===== src/rtl/posit_sched_pkg.sv =====
// Shared types and defaults for the posit adder scheduler.
// tag_t is sized for the largest supported requester count (8).
package posit_sched_pkg;

    localparam int unsigned POSIT_N         = 32;
    localparam int unsigned POSIT_ES        = 2;
    localparam int unsigned DEF_ADD_LATENCY = 4;
    localparam int unsigned MAX_TAG_W       = 3;

    typedef logic [MAX_TAG_W-1:0] tag_t;

    typedef struct packed {
        logic valid;
        tag_t tag;
    } tag_entry_t;

endpackage


===== src/rtl/posit_add_scheduler_rr_arbiter.sv =====
// Round-robin arbiter: grants the first requester at or after a rotating pointer,
// then moves the pointer one past the winner.
module rr_arbiter #(
    parameter  int unsigned NUM_REQ = 4,
    localparam int unsigned TAG_W   = $clog2(NUM_REQ)
) (
    input  logic               clk,
    input  logic               reset,
    input  logic [NUM_REQ-1:0] i_req,
    input  logic               i_en,
    output logic [NUM_REQ-1:0] o_grant,
    output logic [TAG_W-1:0]   o_idx
);

    logic [TAG_W-1:0] r_ptr;
    logic [TAG_W-1:0] w_cand;
    logic             w_found;

    always_comb begin
        o_grant = '0;
        o_idx   = '0;
        w_found = 1'b0;
        w_cand  = '0;
        for (int unsigned i = 0; i < NUM_REQ; i++) begin
            w_cand = TAG_W'((32'(r_ptr) + i) % NUM_REQ);
            if (i_en && !w_found && i_req[w_cand]) begin
                w_found         = 1'b1;
                o_idx           = w_cand;
                o_grant[w_cand] = 1'b1;
            end
        end
    end

    always_ff @(posedge clk) begin
        if (reset) begin
            r_ptr <= '0;
        end else if (w_found) begin
            r_ptr <= (o_idx == TAG_W'(NUM_REQ - 1)) ? '0 : o_idx + 1'b1;
        end
    end

endmodule


===== src/rtl/posit_add_scheduler.sv =====
// Shares one pipelined posit adder between NUM_REQ requesters: round-robin accept,
// one-cycle issue register, tag pipe aligned to add_done, one-hot result routing.
module posit_add_scheduler
    import posit_sched_pkg::*;
#(
    parameter  int unsigned NUM_REQ     = 4,
    parameter  int unsigned N           = POSIT_N,
    parameter  int unsigned ADD_LATENCY = DEF_ADD_LATENCY,
    localparam int unsigned TAG_W       = $clog2(NUM_REQ)
) (
    input  logic                 clk,
    input  logic                 reset,
    input  logic [NUM_REQ-1:0]   req_valid,
    output logic [NUM_REQ-1:0]   req_ready,
    input  logic [NUM_REQ*N-1:0] req_in1,
    input  logic [NUM_REQ*N-1:0] req_in2,
    output logic [NUM_REQ-1:0]   rsp_valid,
    output logic [N-1:0]         rsp_result,
    output logic                 rsp_inf,
    output logic                 rsp_zero,
    output logic [N-1:0]         add_in1,
    output logic [N-1:0]         add_in2,
    output logic                 add_start,
    input  logic [N-1:0]         add_result,
    input  logic                 add_inf,
    input  logic                 add_zero,
    input  logic                 add_done,
    output logic [TAG_W+1:0]     in_flight,
    output logic                 err
);

    localparam int unsigned IF_W = TAG_W + 2;

    logic [NUM_REQ-1:0] w_grant;
    logic [TAG_W-1:0]   w_gidx;
    logic               w_accept;
    logic [N-1:0]       w_sel1;
    logic [N-1:0]       w_sel2;
    tag_entry_t         w_tail;
    logic               w_ret;
    logic [NUM_REQ-1:0] w_onehot;

    logic               r_issue;
    logic [N-1:0]       r_op1;
    logic [N-1:0]       r_op2;
    logic [TAG_W-1:0]   r_tag;
    tag_entry_t         r_pipe [ADD_LATENCY];
    logic [NUM_REQ-1:0] r_rsp_valid;
    logic [N-1:0]       r_rsp_result;
    logic               r_rsp_inf;
    logic               r_rsp_zero;
    logic [IF_W-1:0]    r_in_flight;
    logic               r_err;

    rr_arbiter #(.NUM_REQ(NUM_REQ)) u_arb (
        .clk     (clk),
        .reset   (reset),
        .i_req   (req_valid),
        .i_en    (!reset),
        .o_grant (w_grant),
        .o_idx   (w_gidx)
    );

    assign req_ready = w_grant;
    assign w_accept  = |w_grant;

    always_comb begin
        w_sel1 = '0;
        w_sel2 = '0;
        for (int unsigned i = 0; i < NUM_REQ; i++) begin
            if (w_grant[i]) begin
                w_sel1 = req_in1[i*N +: N];
                w_sel2 = req_in2[i*N +: N];
            end
        end
    end

    always_ff @(posedge clk) begin
        if (reset) begin
            r_issue <= 1'b0;
            r_op1   <= '0;
            r_op2   <= '0;
            r_tag   <= '0;
        end else begin
            r_issue <= w_accept;
            if (w_accept) begin
                r_op1 <= w_sel1;
                r_op2 <= w_sel2;
                r_tag <= w_gidx;
            end
        end
    end

    assign add_in1   = r_op1;
    assign add_in2   = r_op2;
    assign add_start = r_issue;

    // Entry pushed on the add_start cycle reaches the tail exactly when add_done is due.
    always_ff @(posedge clk) begin
        if (reset) begin
            for (int unsigned i = 0; i < ADD_LATENCY; i++) r_pipe[i] <= '0;
        end else begin
            r_pipe[0] <= '{valid: r_issue, tag: tag_t'(r_tag)};
            for (int unsigned i = 1; i < ADD_LATENCY; i++) r_pipe[i] <= r_pipe[i-1];
        end
    end

    assign w_tail = r_pipe[ADD_LATENCY-1];
    assign w_ret  = add_done && w_tail.valid;

    always_comb begin
        w_onehot = '0;
        for (int unsigned i = 0; i < NUM_REQ; i++) w_onehot[i] = (w_tail.tag == tag_t'(i));
    end

    // in_flight counts from acceptance, so the issue register is included (peak ADD_LATENCY+1).
    always_ff @(posedge clk) begin
        if (reset) begin
            r_rsp_valid  <= '0;
            r_rsp_result <= '0;
            r_rsp_inf    <= 1'b0;
            r_rsp_zero   <= 1'b0;
            r_in_flight  <= '0;
            r_err        <= 1'b0;
        end else begin
            r_rsp_valid <= w_ret ? w_onehot : '0;
            if (w_ret) begin
                r_rsp_result <= add_result;
                r_rsp_inf    <= add_inf;
                r_rsp_zero   <= add_zero;
            end
            if (add_done != w_tail.valid) r_err <= 1'b1;
            r_in_flight <= r_in_flight + IF_W'(w_accept) - IF_W'(w_tail.valid);
        end
    end

    assign rsp_valid  = r_rsp_valid;
    assign rsp_result = r_rsp_result;
    assign rsp_inf    = r_rsp_inf;
    assign rsp_zero   = r_rsp_zero;
    assign in_flight  = r_in_flight;
    assign err        = r_err;

endmodule


===== config.mk =====
export PLATFORM = sky130hd
export DESIGN_NAME = posit_add_scheduler
export DESIGN_NICKNAME = d
export VERILOG_FILES = /design/src/rtl/posit_sched_pkg.sv /design/src/rtl/posit_add_scheduler_rr_arbiter.sv /design/src/rtl/posit_add_scheduler.sv
export SDC_FILE = /design/constraint.sdc
export NUM_CORES = 1
export LEC_CHECK = 0
export ABC_CLOCK_PERIOD_IN_PS = 8300
export BUFFER_PORTS_ARGS = -buffer_cell sky130_fd_sc_hd__buf_4
export CAP_MARGIN = 25
export CORE_AREA = 2 2 161 163
export DETAILED_ROUTE_END_ITERATION = 6
export DIE_AREA = 0 0 163 165
export SLEW_MARGIN = 15
export SYNTH_ARGS = -nofsm -noshare
export SYNTH_HDL_FRONTEND = slang
export SYNTH_HIERARCHICAL = 1
export SYNTH_SLANG_ARGS = --single-unit

===== constraint.sdc =====
create_clock -name clk -period 8.3 [get_ports clk]
set_input_delay 0.83 -clock clk [delete_from_list [all_inputs] [get_ports clk]]
set_output_delay 0.83 -clock clk [all_outputs]
set_load 0.02 [all_outputs]

==> out/qor.csv <==
stage,metric,value,unit
floorplan,Starting Density,0.258,
pwr,Final Power,3060,uW
clocking,clk buf depth,2,
layout,area occupied by multi-input gates,0.00335,sq mm
worst_setup_path,"slowest stage delay, CP",0.66,ns
logic_synthesis,Syn Std Cell Area,0.00647,sq mm
timing,final worst-path setup slack,3.49,ns
timing,Worst slew margin,0.445,
pwr,leakage,0.00460,uW
layout,most frequent cells in the layout,"414 x buf_4, 124 x dfxtp_1, 74 x inv_1",
grt,GRT busiest layer,met2,
logic_synthesis,"EDFF count, synth",0,
hold_path,HP Class,register to register,
layout,area delta synth->final,59.0,%
routing,vias,7000,
logic_synthesis,post-synthesis average cell area,9.25,sq um
timing,Final period util,0.580,
grt,first-pass GRT wire length,38300,um
logic_synthesis,Gate Count Post-Synth,699,
grt,Tot GR Track Use,0.184,
clocking,"Reg clk slew, reported paths",0.05,ns
clocking,"Hold-fix buffers, CTS",0,
worst_setup_path,CP Max Fanout,65,
layout,"most common cell after layout, fill and taps aside",buf_4,
floorplan,Cell Rows,58,
place,Detail Placement HPWL,19200,um
clocking,CTS buffer count,17,
routing,Vias/cell,4.97,
worst_setup_path,WS Path Type,register to primary output,
run,number of max-cap violations,0,
timing,Final Hold Fails,0,
grt,GR Util met1,0.205,
clocking,CTS H-tree lvls,4,
layout,nets,1374,
layout,fillers,2546,
worst_setup_path,CP cell instances,inv_1 > ha_1 > mux4_2 > nor2b_4 > nor2_2 > a311o_2 > buf_4 > buf_4,
layout,layout cells sized above 1,0.429,
floorplan,core area,0.0250,sq mm
timing,Setup TNS Final,0,ns
routing,DR iter-0 viols,422,
grt,initial antenna violation count,2,
timing,RSZ-0062 raised after global routing,no,
floorplan,DIE AREA,0.0269,sq mm
timing,Max Slew Vio Count,0,
grt,vias in the first global route,6897,
worst_setup_path,CP endpoint kind,primary output,
floorplan,Die Y,165,um
routing,final antenna-violating net count,0,
logic_synthesis,sequential fraction of the synthesis area,0.384,
pwr,worst vdd ir,0.145,mV
worst_setup_path,slowest library cell on the worst path,dfxtp_1,
worst_setup_path,crit path buf inv count,3,
timing,final setup violation count,0,
layout,final core utilization,0.411,
logic_synthesis,ys async rst share,0,
logic_synthesis,largest cells by area after synthesis,"dfxtp_1 38%, a221o_1 10%, a221oi_1 8.7%",
floorplan,Die Wd,163,um
timing,fmax,0.208,GHz
grt,largest net degree at the start of global routing,78,
worst_setup_path,Most Frequent Cell on Critical Path,buf_4,
timing,Final min period,4.81,ns
clocking,"Clk Latency, worst-skew pair",0.42,ns
logic_synthesis,Yosys cell types,47,
logic_synthesis,Synth area leader,dfxtp_1,
timing,measured slew at the worst slew-check pin,0.833,ns
place,Placer Congestion,0.807,
timing,Max Clock Skew,0.0156,ns
outcome,status,finished clean,
logic_synthesis,Post-synth top flop,dfxtp_1,
floorplan,num ports,409,
routing,final wirelength,26200,um
grt,met3 Resource Use GR,0.0603,
place,port bufs,408,
clocking,post-CTS sizing,0,
routing,first drt pass iteration count,4,
layout,FF+latch area,0.00248,sq mm
logic_synthesis,Mapped Nets,1007,
logic_synthesis,Syn. warnings,6,
worst_setup_path,crit path DAT,3.98,ns
clocking,Clock Tree Root,clkbuf_16,
place,pre-CTS WS,3.30,ns
routing,routed len/inst,18.6,um
worst_setup_path,crit path launch type,register,
clocking,CTS tree,built,
pwr,cell area power density,298,mW/mm^2
routing,DRC Markers,0,
logic_synthesis,top-area cell type share of the netlist area,0.384,
logic_synthesis,synthesized flop and latch total,124,
worst_setup_path,critical path's top delay family,buffers and inverters,
worst_setup_path,Worst Path Required,7.47,ns
clocking,post-CTS setup buffer count,0,
grt,GR Overflow Total,0,
clocking,clk sinks,124,
grt,GR Layer Usage met2,0.332,
registers in the layout (all words and copies together) (netlist names), 2 cells and up:
| signal | flops |
|---|---|
| r_tag | 2 |
| rsp_result | 32 |
| u_arb/r_ptr | 2 |
| rsp_valid | 4 |
| r_pipe | 12 |
| add_in1 | 32 |
| in_flight | 4 |
| add_in2 | 32 |
per-layer routing:
| layer | vias up | wire (um) |
|---|---|---|
| met5 | - | 0 |
| met4 | 0 | 353 |
| met3 | 26 | 2300 |
| met2 | 283 | 13400 |
| met1 | 3335 | 10100 |
| li1 | 3356 | - |
layout make-up:
class	instances	area share
antenna	2	0.000487
clock buffer	19	0.0421
clock inverter	11	0.0142
inverter	74	0.0270
multi-input combinational	432	0.326
sequential	124	0.241
tap	330	0.0402
timing repair buffer	417	0.308
final timing paths:
check / startpoint / to / slack (ns) / cells past startpoint
min: r_pipe[2][3]$_SDFF_PP0_ / r_pipe[3][3]$_SDFF_PP0_ / 0.44 / 1
max: u_arb/r_ptr[0]$_SDFFE_PP0P_ / req_ready[0] / 3.49 / 8
min reg2reg: r_pipe[2][3]$_SDFF_PP0_ / r_pipe[3][3]$_SDFF_PP0_ / 0.44 / 1
max reg2reg: u_arb/r_ptr[0]$_SDFFE_PP0P_ / add_in1[9]$_SDFFE_PP0P_ / 3.66 / 11
cell usage after synthesis (4+ instances only):
cell      count
nand2_1      11
a311o_1       4
ha_1         10
dfxtp_1     124
buf_2        15
buf_6         8
and2_1        4
nor2b_1      16
a21oi_1      73
clkbuf_1     41
a221o_1      65
a221oi_1     64
inv_1        74
nor2_1       42
nand3b_1     68
mux2i_1      35
report_power, final:
| group | total (uW) | switching, uW | leakage [uW] | internal (uW) |
|---|---|---|---|---|
| clock network | 751 | 282 | 0.000279 | 469 |
| logic | 1500 | 826 | 0.00331 | 679 |
| registers | 803 | 80.8 | 0.00101 | 722 |
| total | 3060 | 1190 | 0.00460 | 1870 |
per-stage QoR:
stage / hold slack [ns] / area, sq um / cells
5_1_grt: 0.448 / 10300 / 1409
3_3_place_gp: 0.418 / 9640 / 1374
6_report: 0.435 / 10300 / 1409
3_5_place_dp: 0.426 / 9660 / 1375
4_1_cts: 0.440 / 10200 / 1405
2_1_floorplan: 0.414 / 6470 / 699
worst reg2reg max path, cell delays in order (launching register included):
cell	delay, ns
dfxtp_1	0.66
inv_1	0.22
ha_1	0.48
mux4_2	0.63
nor2b_4	0.18
nor2_2	0.21
a311o_2	0.23
buf_4	0.49
buf_4	0.66
a21oi_1	0.14
a221oi_1	0.49
a221o_1	0.18
cells by family (layout without fill, tap and decap cells):
family / count (synthesis) / after routing / share of synthesized area
AO/OA/AOI/OAI: 216 / 216 / 0.262
XOR/XNOR: 2 / 2 / 0.00271
adder cells (fa/ha/maj): 11 / 11 / 0.0224
buffers and inverters: 143 / 521 / 0.0995
flip-flops: 124 / 124 / 0.384
multiplexers: 40 / 40 / 0.0704
other: 0 / 2 / 0
AND/OR/NAND/NOR: 163 / 163 / 0.159
No activity file was read; power rests on OpenSTA's default activity.
